==> src/rtl/arithmetic_pkg.sv <==
// Shared width helpers and types for the posit significand adder.
// Purpose : derived widths computed from the posit size N and the exponent width ES.
// Contents: clog2_f, rs_w, scale_w, sig_w, sum_w, op_e.
package arithmetic_pkg;

  // Ceiling log2 usable in constant expressions.
  function automatic int unsigned clog2_f(input int unsigned v);
    int unsigned r;
    r = 0;
    while ((32'd1 << r) < v) r = r + 1;
    return r;
  endfunction

  // Regime value field width minus one.
  function automatic int unsigned rs_w(input int unsigned n);
    return clog2_f(n);
  endfunction

  // Signed scale width: regime * 2^ES + exponent, plus one guard bit.
  function automatic int unsigned scale_w(input int unsigned n, input int unsigned es);
    return rs_w(n) + es + 2;
  endfunction

  // Significand width: hidden bit plus the mantissa.
  function automatic int unsigned sig_w(input int unsigned n, input int unsigned es);
    return n - es + 4;
  endfunction

  // Sum width: significand plus the carry bit.
  function automatic int unsigned sum_w(input int unsigned n, input int unsigned es);
    return n - es + 5;
  endfunction

  typedef enum logic {
    OP_ADD = 1'b0,
    OP_SUB = 1'b1
  } op_e;

endpackage

==> src/rtl/arithmetic_align.sv <==
// Operand ordering and alignment for the significand adder.
// Purpose : choose the large operand (higher scale, then larger significand,
//           then operand 1) and right-shift the small significand by the
//           scale difference. A zero operand is never picked as large, so
//           the other operand passes through unchanged.
// Ports   : scale1/scale2 signed scales, sig1/sig2 significands,
//           zero1/zero2 zero flags, sig_l_c large significand,
//           sig_s_c aligned small significand (combinational).
// Config  : ARITH_STICKY_EN folds shifted-out bits into bit 0 of sig_s_c.
module arithmetic_align
  import arithmetic_pkg::*;
#(
  parameter int unsigned N  = 8,
  parameter int unsigned ES = 3,
  localparam int unsigned SCW = scale_w(N, ES),
  localparam int unsigned SGW = sig_w(N, ES)
) (
  input  logic signed [SCW-1:0] scale1,
  input  logic signed [SCW-1:0] scale2,
  input  logic        [SGW-1:0] sig1,
  input  logic        [SGW-1:0] sig2,
  input  logic                  zero1,
  input  logic                  zero2,
  output logic        [SGW-1:0] sig_l_c,
  output logic        [SGW-1:0] sig_s_c
);

  logic                  swap;
  logic signed [SCW-1:0] scale_l;
  logic signed [SCW-1:0] scale_s;
  logic        [SGW-1:0] sig_s;
  logic        [SCW:0]   shamt;

  // Operand 2 becomes large only when it strictly wins, or operand 1 is zero.
  always_comb begin
    swap = zero1 || (!zero2 && ((scale2 > scale1) ||
                                ((scale2 == scale1) && (sig2 > sig1))));
  end

  always_comb begin
    scale_l = swap ? scale2 : scale1;
    scale_s = swap ? scale1 : scale2;
    sig_l_c = swap ? sig2   : sig1;
    sig_s   = swap ? sig1   : sig2;
  end

  // Sign-extended difference; non-negative whenever sig_s is nonzero.
  always_comb begin
    shamt = {scale_l[SCW-1], scale_l} - {scale_s[SCW-1], scale_s};
  end

`ifdef ARITH_STICKY_EN
  logic [SGW-1:0] lost;

  // Bits that fall off the right end collapse into a sticky bit.
  always_comb begin
    lost    = sig_s & ~({SGW{1'b1}} << shamt);
    sig_s_c = (sig_s >> shamt) | SGW'(|lost);
  end
`else
  // Shifts of SGW or more naturally produce zero.
  always_comb begin
    sig_s_c = sig_s >> shamt;
  end
`endif

endmodule

==> src/rtl/arithmetic.sv <==
// Posit significand adder, one-cycle latency, throughput one per clock.
// Purpose : build scale and significand for both operands, align the smaller
//           operand, add or subtract by sign, and register the top N bits of
//           the un-normalised sum.
// Ports   : clk, reset (async, active-high), InRemain1/2 posit body without
//           sign, Sign1/2, RegimeValue1/2 decoded regime k, Exponent1/2,
//           Mantissa1/2 left-aligned fraction, Add_Mant registered result.
// Config  : ARITH_STICKY_EN enables the sticky bit in the aligner.
module arithmetic
  import arithmetic_pkg::*;
#(
  parameter int unsigned N  = 8,
  parameter int unsigned ES = 3,
  localparam int unsigned RS   = rs_w(N),
  localparam int unsigned MW   = N - ES + 3
) (
  input  logic               clk,
  input  logic               reset,
  input  logic signed [N-2:0] InRemain1,
  input  logic signed [N-2:0] InRemain2,
  input  logic               Sign1,
  input  logic               Sign2,
  input  logic signed [RS:0] RegimeValue1,
  input  logic signed [RS:0] RegimeValue2,
  input  logic      [ES-1:0] Exponent1,
  input  logic      [ES-1:0] Exponent2,
  input  logic      [MW-1:0] Mantissa1,
  input  logic      [MW-1:0] Mantissa2,
  output logic       [N-1:0] Add_Mant
);

  localparam int unsigned SCW  = scale_w(N, ES);
  localparam int unsigned SGW  = sig_w(N, ES);
  localparam int unsigned SUMW = sum_w(N, ES);

  logic signed [SCW-1:0] scale1;
  logic signed [SCW-1:0] scale2;
  logic                  zero1;
  logic                  zero2;
  logic        [SGW-1:0] sig1;
  logic        [SGW-1:0] sig2;
  logic        [SGW-1:0] sig_l;
  logic        [SGW-1:0] sig_s;
  op_e                   op;
  logic       [SUMW-1:0] sum_c;
  logic          [N-1:0] mant_c;

  // Exponent < 2^ES, so k*2^ES + e is just {k, e}, sign-extended one bit.
  always_comb begin
    scale1 = {RegimeValue1[RS], RegimeValue1, Exponent1};
    scale2 = {RegimeValue2[RS], RegimeValue2, Exponent2};
    zero1  = ~|InRemain1;
    zero2  = ~|InRemain2;
    sig1   = {~zero1, Mantissa1};
    sig2   = {~zero2, Mantissa2};
  end

  arithmetic_align #(
    .N  (N),
    .ES (ES)
  ) u_align (
    .scale1  (scale1),
    .scale2  (scale2),
    .sig1    (sig1),
    .sig2    (sig2),
    .zero1   (zero1),
    .zero2   (zero2),
    .sig_l_c (sig_l),
    .sig_s_c (sig_s)
  );

  // Large operand is never smaller than the aligned small one, so no borrow out.
  always_comb begin
    op = (Sign1 == Sign2) ? OP_ADD : OP_SUB;
    if (op == OP_ADD) sum_c = SUMW'(sig_l) + SUMW'(sig_s);
    else              sum_c = SUMW'(sig_l) - SUMW'(sig_s);
    mant_c = N'(sum_c >> (SUMW - N));
  end

  always_ff @(posedge clk or posedge reset) begin
    if (reset) Add_Mant <= '0;
    else       Add_Mant <= mant_c;
  end

endmodule

==> config.mk <==
export PLATFORM = sky130hd
export DESIGN_NAME = arithmetic
export DESIGN_NICKNAME = d
export VERILOG_FILES = /design/src/rtl/arithmetic_pkg.sv /design/src/rtl/arithmetic_align.sv /design/src/rtl/arithmetic.sv
export SDC_FILE = /design/constraint.sdc
export NUM_CORES = 1
export LEC_CHECK = 0
export ABC_AREA = 1
export BUFFER_PORTS_ARGS = -buffer_cell sky130_fd_sc_hd__buf_2
export CAP_MARGIN = 15
export CORE_ASPECT_RATIO = 1.1
export CORE_MARGIN = 8
export CORE_UTILIZATION = 45
export CTS_CLUSTER_SIZE = 14
export DETAILED_ROUTE_END_ITERATION = 7
export GPL_ROUTABILITY_DRIVEN = 0
export PLACE_DENSITY = 0.8
export RECOVER_POWER = 50
export SLEW_MARGIN = 20
export SYNTH_ARGS = -nofsm -noshare
export SYNTH_HDL_FRONTEND = slang
export SYNTH_HIERARCHICAL = 1
export SYNTH_SLANG_ARGS = --single-unit
==> constraint.sdc <==
create_clock -name clk -period 0.8 [get_ports clk]
set_clock_uncertainty 0.05 [all_clocks]
set_input_delay 0.08 -clock clk [delete_from_list [all_inputs] [get_ports clk]]
set_output_delay 0.08 -clock clk [all_outputs]
set_load 0.02 [all_outputs]
==> metrics.md, run 1 <==
| Metric | Value |
|---|---|
| Max_slew headroom | `0.662` |
| Tightest Hold Check Type | `input pin to asynchronous set/reset pin` |
| Die Wd | `86.9 µm` |
| Crit path required time | `0.87 ns` |
| Vias per inst | `5.00` |
| Worst vdd ir | `1.27 mV` |
| Cell Rows | `28` |
| Clock sink count | `8` |
| Max Slew Vio Count | `0` |
| Vias in the first global route | `3409` |
| Layout Nets | `673` |
| Worst Tran Pin Value | `0.503 ns` |
| Pleak | `2.26 nW` |
| Met1 WL | `3140 µm` |
| DR WL met3 | `254 µm` |
| Met2 routed WL | `4620 µm` |
| TritonCTS clock tree | `built` |
| PortBufs | `55` |
| Crit. End Element | `flop` |
| Max Cap Viol | `0` |
| Regs by FF count | `Add_Mant (8)` |
| Io pins | `56` |
| Hold Vio Cnt, Final | `0` |
| Gr ovfl total | `0` |
| DRC | `0` |
| CP max-delay cell | `ha_1` |
| Post-DP Area | `0.00350 mm²` |
| RSZ-0062 raised after global routing | `true` |
| CP bufs+invs | `5` |
| Finished Layout Cells | `671` |
| Final worst setup slack | `-3.93 ns` |
| Slowest cell delay on critical path | `0.30 ns` |
| Vias | `3352` |
| Routed Antenna Nets | `0` |
| Post-synthesis instance total | `452` |
| DRT Wirelength | `8270 µm` |
| CTS max path bufs | `2` |
| Sw Pwr | `4.53 mW` |
| Top sig layer | `met4` |
| Post-synthesis sequential area ratio | `0.0804` |
| Share of cells above drive strength 1 | `0.424` |
| Count of cell types in the netlist | `37` |
| Yosys reg bits | `8` |
| First-pass GRT wire length | `13500 µm` |
| Global Route Usage Sum | `0.198` |
| Antenna violations before repair | `0` |
| Post-DP HPWL | `6420 µm` |
| Routed length per instance | `12.3 µm` |
| DRT Pass-1 Iters | `4` |
| Core area | `0.00536 mm²` |
| Worst-path clk slew | `0.04 ns` |
| Crit start category | `input pin` |
| Min Tclk post-route | `4.73 ns` |
| Num CTS Buffers | `3` |
| Mean Syn Cell Area | `5.51 µm²` |
| Family with the most delay on the worst path | `simple AND/OR/NAND/NOR gates` |
| Pre-CTS WS | `-4.14 ns` |
| Antenna Cells | `0` |
| Arrival @ worst endpoint | `4.80 ns` |
| Initial core utilization | `0.465` |
| Logic pwr share | `0.865` |
| Clock share of power | `0.054` |
| Fmax | `211 MHz` |
| Fin crit share | `5.91` |
| Finished Cell Area | `0.00403 mm²` |
| CP Class | `input pin to flop` |
| Largest Register | `Add_Mant` |
| Max reg flops | `8` |
| Failing checks | `setup timing` |
| Placed cell count | `653` |
| Pwr dens | `2270 mW/mm²` |
| P&R area growth vs syn | `61.6%` |
| Status | `complete, but fails checks` |
| Worst-path fanout max | `8` |
| Switch share | `0.495` |
| Cell repeated most along the worst path | `nand2_1` |
| Yosys warns | `6` |
| Internal Pwr Total | `4.62 mW` |
| Synthesized area | `0.00249 mm²` |
| 1st-iter DRT viols | `134` |
| DIE AREA | `0.00818 mm²` |
| Finish-stage setup viols | `16` |
| DIE HEIGHT | `94.0 µm` |
| Syn_nets | `527` |
| Clock root cell | `clkbuf_8` |
| CTS H-Tree Depth | `1` |
| Part of the power in registers | `0.081` |
| Largest net degree at the start of global routing | `36` |
layer usage:
metal	track usage	vias to the layer above
li1	-	1727
met5	0	-
met4	0.0776	0
met2	0.417	79
met3	0.0236	27
met1	0.182	1519
synth_stat cells (all sizes together):
library cell,number,area share
clkbuf,4,0.0060
and2,2,0.0050
dfrtp,8,0.080
nand3b,3,0.0090
o21ai,21,0.044
o21bai,1,0.0030
xnor2,4,0.014
nand4,7,0.018
xor2,12,0.045
nand2,149,0.24
buf,3,0.015
a21boi,1,0.0030
nor3,3,0.0060
clkinv,2,0.0030
mux2,1,0.0045
a21o,2,0.0060
inv,74,0.11
and3,2,0.0050
nor2,46,0.076
nand3,51,0.11
or2,3,0.0075
o211ai,1,0.0030
ha,27,0.14
a21oi,25,0.055
cell families (layout without fill, tap and decap cells):
logic type / Yosys count / count (layout) / synth area share
multiplexers: 1 / 1 / 0.00452
XOR/XNOR: 16 / 16 / 0.0593
AO/OA/AOI/OAI: 51 / 51 / 0.114
adder cells (fa/ha/maj): 27 / 27 / 0.136
buffers and inverters: 83 / 227 / 0.135
flip-flops: 8 / 8 / 0.0804
AND/OR/NAND/NOR: 266 / 266 / 0.472
final timing paths:
| kind | to | slack [ns] | from | depth (start not counted) |
|---|---|---|---|---|
| worst max-delay path | Add_Mant[5]$_DFF_PP0_ | -3.93 | InRemain2[4] | 41 |
| worst min-delay path | Add_Mant[4]$_DFF_PP0_ | 0.28 | reset | 3 |
| max in group asynchronous | Add_Mant[0]$_DFF_PP0_ | 0.20 | reset | 3 |
| min in group clk | Add_Mant[7]$_DFF_PP0_ | 0.35 | Sign1 | 6 |
layout by cell type, fill, tap and decap left out, types with 4 or more instances in the layout:
master   count
nand2_1    116
buf_4       88
inv_1       62
buf_2       45
nand3_1     42
nor2_1      34
nand2_2     29
ha_1        20
o21ai_0     17
a21oi_1     14
buf_6       14
a21oi_2     11
inv_2        9
dfrtp_1      8
xor2_1       7
ha_4         7
nand4_1      7
nor2_4       6
nor2_2       6
nand3_2      6
nand2_4      4
through the flow:
| step | total power [mW] | setup TNS [ns] | hold slack, ns | utilization |
|---|---|---|---|---|
| after global placement | 6.55 | -29.89 | -0.0295 | 0.653 |
| final | 9.15 | -30.48 | 0.279 | 0.751 |
| after floorplan | 4.69 | -28.79 | -0.154 | - |
| after global routing | 9.98 | -33.12 | 0.320 | 0.751 |
| after detailed placement | 6.78 | -31.85 | -0.0223 | 0.653 |
| after CTS | 8.23 | -29.12 | 0.286 | 0.710 |
power groups by stage:
stage	sequential (mW)	combinational, mW	clock (mW)
after CTS	0.740	7.00	0.490
after global placement	0.684	5.87	0
final	0.743	7.92	0.494
after detailed placement	0.692	6.09	0
after global routing	0.776	8.69	0.512
after floorplan	0.960	3.73	0
layout make-up:
class / instances / area (µm²)
clock buffer: 3 / 41.3
fill: 406 / 1340
inverter: 76 / 293
multi-input combinational: 361 / 2340
sequential: 8 / 200
tap: 75 / 93.8
timing repair buffer: 148 / 1050
what timing repair did:
action / 4_1_cts / 5_1_grt
setup endpoints to repair: 16 / 16
gates resized for setup: 47 / 42
endpoints found under the hold margin: 8 / 0
setup buffers: 7 / 7
pin swaps: 21 / 45
hold buffers: 1 / 0
Note: power is estimated with default switching activity, not from simulation.
==> run 2, diff against run 1 <==
Settings changed: CORE_ASPECT_RATIO 1.1 to unset.
==> metrics.md, run 2 (synthesized netlist as in run 1, its figures left out) <==
| Metric | Value |
|---|---|
| Status | `complete, but fails checks` |
| Failing checks | `setup timing` |
| Num CTS Buffers | `3 (unchanged)` |
| DIE AREA | `0.00817 mm² (about the same)` |
| Post-DP HPWL | `6380 µm (-0.74%)` |
| DRT Wirelength | `8890 µm (+7.6%)` |
| Final worst setup slack | `-3.94 ns (-0.0149 ns)` |
| 1st-iter DRT viols | `222 (+66%)` |
| Die Wd | `90.4 µm (+4.0%)` |
| Crit start category | `input pin` |
| Min Tclk post-route | `4.74 ns (+0.0149 ns)` |
| Pwr dens | `2300 mW/mm² (+1.3%)` |
| Placed cell count | `642 (-1.7%)` |
| DIE HEIGHT | `90.4 µm (-3.9%)` |
| Crit. End Element | `flop` |
| P&R area growth vs syn | `56.4%` |
| Vias in the first global route | `3304 (-3.1%)` |
| Cell repeated most along the worst path | `nand2_1` |
| Antenna violations before repair | `0 (unchanged)` |
| Global Route Usage Sum | `0.187 (-0.0108)` |
| CTS H-Tree Depth | `1 (unchanged)` |
| Largest net degree at the start of global routing | `36 (unchanged)` |
| Max reg flops | `8 (unchanged)` |
| Worst-path fanout max | `7 (-1)` |
| First-pass GRT wire length | `13500 µm (-0.16%)` |
| Regs by FF count | `Add_Mant (8)` |
| Final core occ | `0.716 (-0.0348)` |
| Share of cells above drive strength 1 | `0.396 (-0.0288)` |
| Setup TNS | `-30.97 ns (-0.491 ns)` |
| Commonest non-fill, non-tap cells in the layout | `nand2_1 (124), buf_4 (90), inv_1 (62)` |
| Io pins | `56 (unchanged)` |
| Fmax | `211 MHz (-0.31%)` |
| Largest Register | `Add_Mant` |
| Hold Vio Cnt, Final | `0 (unchanged)` |
| CP bufs+invs | `6 (+1)` |
| CTS max path bufs | `2 (unchanged)` |
| Worst vdd ir | `1.96 mV (+54%)` |
| Finish-stage setup viols | `16 (unchanged)` |
| Most common cell after layout, fill and taps aside | `nand2_1` |
| Vias | `3473 (+3.6%)` |
| DRT Pass-1 Iters | `5 (+1)` |
| Clock sink count | `8 (unchanged)` |
| Pre-CTS WS | `-4.10 ns (+0.0390 ns)` |
| TritonCTS clock tree | `built` |
| Pleak | `2.26 nW (-0.20%)` |
| Initial core utilization | `0.458 (-0.00674)` |
| Arrival @ worst endpoint | `4.79 ns (about the same)` |
| Gr ovfl total | `0 (unchanged)` |
| Layout Nets | `676 (+0.45%)` |
| Cell Rows | `27 (-3.6%)` |
| Tightest Hold Check Type | `input pin to asynchronous set/reset pin` |
| Worst-path clk slew | `0.04 ns (about the same)` |
| CP Class | `input pin to flop` |
| Max_slew headroom | `0.616 (-0.0458)` |
| Total Power | `8.98 mW (-1.9%)` |
| Crit path required time | `0.85 ns (-0.02 ns)` |
| Filler cell count | `404 (-0.49%)` |
| Crit path depth | `43 (+4.9%)` |
| Antenna Cells | `0 (unchanged)` |
| Fin crit share | `5.93 (+0.0186)` |
| Core area | `0.00544 mm² (+1.5%)` |
| PortBufs | `55 (unchanged)` |
| CP max-delay cell | `ha_1` |
| Family with the most delay on the worst path | `simple AND/OR/NAND/NOR gates` |
| Routed Antenna Nets | `0 (unchanged)` |
| Slowest cell delay on critical path | `0.30 ns (about the same)` |
| Finished Layout Cells | `671 (unchanged)` |
| Max Cap Viol | `0 (unchanged)` |
| Routed length per instance | `13.3 µm (+7.6%)` |
| RSZ-0062 raised after global routing | `true` |
| Worst Tran Pin Value | `0.570 ns (+0.0666 ns)` |
| Vias per inst | `5.18 (+3.6%)` |
| Max Slew Vio Count | `0 (unchanged)` |
| DRC | `0 (unchanged)` |
| Clock root cell | `clkbuf_8` |
[run 2: what timing repair did]
item	CTS	global route
resized for setup	38	28
pin swaps	15	27
hold buffers	1	0
setup buffers	18	11
hold endpoints to repair	8	0
endpoints found under the setup margin	16	16
[run 2: worst max-delay path by stage]
stage	start	endpoint	slack, ns
floorplan	InRemain2[5]	Add_Mant[7]$_DFF_PP0_	-3.75
global placement	InRemain1[5]	Add_Mant[7]$_DFF_PP0_	-3.87
detailed placement	InRemain1[5]	Add_Mant[7]$_DFF_PP0_	-4.10
CTS	InRemain2[5]	Add_Mant[5]$_DFF_PP0_	-3.67
global route	InRemain1[5]	Add_Mant[5]$_DFF_PP0_	-4.35
finish	InRemain2[5]	Add_Mant[5]$_DFF_PP0_	-3.94
[run 2: layout make-up]
| cell class | instances | area, µm² | share of cell area |
|---|---|---|---|
| clock buffer | 3 | 41.3 | 0.0106 |
| tap | 72 | 90.1 | 0.0231 |
| timing repair buffer | 151 | 1080 | 0.277 |
| sequential | 8 | 200 | 0.0514 |
| inverter | 76 | 290 | 0.0745 |
| multi-input combinational | 361 | 2190 | 0.563 |
[run 2: worst min-delay path, cell delays in order]
cell and delay, ns:
dlygate4sd3_1 0.54, buf_2 0.12, inv_1 0.23
[run 2: per-layer routing]
layer	wire [µm]	global-route usage	vias to the layer above
li1	-	-	1726
met1	3380	0.205	1580
met2	4640	0.355	139
met3	570	0.0266	28
met4	302	0.0610	0
met5	0	0	-
[run 2: report_power, final]
part,internal (mW),switching (mW),total [mW],leakage (nW)
combinational,3.54,4.21,7.75,2.14
sequential,0.637,0.111,0.748,0.0950
clock,0.325,0.149,0.474,0.0216
[run 2: per-stage QoR]
step | hold WS (ns) | cell area, µm²
2_1_floorplan | -0.154 | 2600
3_3_place_gp | -0.0285 | 3440
3_5_place_dp | -0.0246 | 3440
4_1_cts | 0.288 | 3750
5_1_grt | 0.329 | 3890
6_report | 0.307 | 3890
==> run 3, diff against run 2 <==
Settings changed: BUFFER_PORTS_ARGS -buffer_cell sky130_fd_sc_hd__buf_2 to unset, DONT_BUFFER_PORTS set to 1, PLACE_DENSITY 0.8 to 0.71.
==> metrics.md, run 3 (synthesized netlist as in run 1, its figures left out) <==
| Metric | Value |
|---|---|
| Slowest cell delay on critical path | `0.36 ns (+0.06 ns)` |
| Regs by FF count | `Add_Mant (8)` |
| Worst Tran Pin Value | `0.385 ns (-0.185 ns)` |
| Io pins | `56 (unchanged)` |
| PortBufs | `0 (-100%)` |
| Arrival @ worst endpoint | `4.58 ns (-0.21 ns)` |
| Worst vdd ir | `1.65 mV (-16%)` |
| Pleak | `1.96 nW (-13%)` |
| Final worst setup slack | `-3.72 ns (+0.222 ns)` |
| Max Cap Viol | `0 (unchanged)` |
| Crit start category | `input pin` |
| Crit path required time | `0.86 ns (about the same)` |
| Die Wd | `90.4 µm (unchanged)` |
| Vias per inst | `5.08 (-1.9%)` |
| Pwr dens | `2290 mW/mm² (-0.55%)` |
| Largest Register | `Add_Mant` |
| Hold Vio Cnt, Final | `0 (unchanged)` |
| Setup TNS | `-29.07 ns (+1.90 ns)` |
| Vias in the first global route | `2946 (-11%)` |
| First-pass GRT wire length | `12500 µm (-7.8%)` |
| P&R area growth vs syn | `40.4%` |
| CTS max path bufs | `2 (unchanged)` |
| Clock root cell | `clkbuf_8` |
| Max reg flops | `8 (unchanged)` |
| DRT Wirelength | `7480 µm (-16%)` |
| Pre-CTS WS | `-3.94 ns (+0.158 ns)` |
| DIE HEIGHT | `90.4 µm (unchanged)` |
| Crit. End Element | `flop` |
| Vias | `3066 (-12%)` |
| Layout Nets | `609 (-9.9%)` |
| Tightest Hold Check Type | `input pin to asynchronous set/reset pin` |
| Global Route Usage Sum | `0.173 (-0.0137)` |
| Worst-path clk slew | `0.04 ns (about the same)` |
| Cell repeated most along the worst path | `nand2_1` |
| Fin crit share | `5.65 (-0.277)` |
| Worst-path fanout max | `8 (+1)` |
| 1st-iter DRT viols | `172 (-23%)` |
| Fmax | `221 MHz (+4.9%)` |
| Clock sink count | `8 (unchanged)` |
| Finish-stage setup viols | `8 (-8)` |
| Share of cells above drive strength 1 | `0.335 (-0.0611)` |
| DRC | `0 (unchanged)` |
| Final core occ | `0.643 (-0.0729)` |
| Gr ovfl total | `0 (unchanged)` |
| CP max-delay cell | `ha_1` |
| Post-DP HPWL | `5950 µm (-6.6%)` |
| DIE AREA | `0.00817 mm² (unchanged)` |
| Status | `complete, but fails checks` |
| Max Slew Vio Count | `0 (unchanged)` |
| Most common cell after layout, fill and taps aside | `nand2_1` |
| Routed Antenna Nets | `0 (unchanged)` |
| Cell Rows | `27 (unchanged)` |
| DRT Pass-1 Iters | `4 (-1)` |
| Largest net degree at the start of global routing | `36 (unchanged)` |
| Routed length per instance | `12.4 µm (-6.6%)` |
| Min Tclk post-route | `4.52 ns (-0.222 ns)` |
| TritonCTS clock tree | `built` |
| Max_slew headroom | `0.741 (+0.125)` |
| RSZ-0062 raised after global routing | `true` |
| Commonest non-fill, non-tap cells in the layout | `nand2_1 (124), buf_4 (79), inv_1 (62)` |
| CTS H-Tree Depth | `1 (unchanged)` |
| Core area | `0.00544 mm² (unchanged)` |
| Initial core utilization | `0.458 (unchanged)` |
| CP Class | `input pin to flop` |
| Antenna violations before repair | `0 (unchanged)` |
| Filler cell count | `439 (+8.7%)` |
| Antenna Cells | `0 (unchanged)` |
| Failing checks | `setup timing` |
| Num CTS Buffers | `3 (unchanged)` |
-- run 3: changes by cell type in the layout (fill, tap and decap cells not counted), moves of 4 or more --
| cell | change |
|---|---|
| buf_2 | -45 |
| dfrtp_1 | -7 |
| buf_4 | -11 |
| nand3_1 | -4 |
| dfrtp_2 | +7 |
| nand3_2 | +4 |
| buf_6 | -11 |
-- run 3: where the power goes --
group | internal (mW) | switching [mW]
logic | 2.99 | 3.54
clock network | 0.324 | 0.139
registers | 0.675 | 0.349
total | 3.99 | 4.03
-- run 3: cell type report --
class                           instances  area, µm²  share of cell area
Clock buffer                            3       41.3              0.0118
Inverter                               76        290              0.0830
Multi-Input combinational cell        361       2220               0.634
Sequential cell                         8        209              0.0597
Tap cell                               72       90.1              0.0258
Timing Repair Buffer                   84        648               0.185
-- run 3: metal layers --
metal | vias to the layer above | routed length [µm] | global-route usage
met4 | 0 | 202 | 0.0555
met5 | - | 0 | 0
li1 | 1599 | - | -
met1 | 1368 | 3150 | 0.191
met3 | 18 | 436 | 0.0374
met2 | 81 | 3690 | 0.320
-- run 3: path summary, 6_finish.rpt --
| check | endpoint | start | cells after the start |
|---|---|---|---|
| worst max-delay path | Add_Mant[2]$_DFF_PP0_ | InRemain2[5] | 40 |
| worst min-delay path | Add_Mant[0]$_DFF_PP0_ | reset | 2 |
| max in group asynchronous | Add_Mant[6]$_DFF_PP0_ | reset | 2 |
| min in group clk | Add_Mant[7]$_DFF_PP0_ | Sign1 | 4 |
-- run 3: worst max-delay path: cells and delay by family --
family / cells / cell delay [ns]
AND/OR/NAND/NOR: 28 / 2.64
buffers and inverters: 5 / 0.50
AO/OA/AOI/OAI: 2 / 0.30
XOR/XNOR: 2 / 0.29
adder cells (fa/ha/maj): 3 / 0.78
-- run 3: per-stage QoR --
stage	instances	total power, mW	cell area (µm²)	hold WS (ns)
floorplan	452	4.69	2600	-0.154
global placement	580	6.25	3110	-0.137
detailed placement	580	6.40	3110	-0.122
CTS	597	7.33	3310	0.191
global route	604	8.75	3500	0.217
finish	604	8.02	3500	0.196
-- run 3: timing repair --
| action | 4_1_cts | 5_1_grt |
|---|---|---|
| endpoints found under the setup margin | 10 | 16 |
| hold buffers | 1 | 0 |
| pin swaps | 19 | 16 |
| gates cloned | 0 | 0 |
| gates resized for setup | 20 | 34 |
| buffers inserted | 13 | 9 |
| hold endpoints to repair | 8 | 0 |
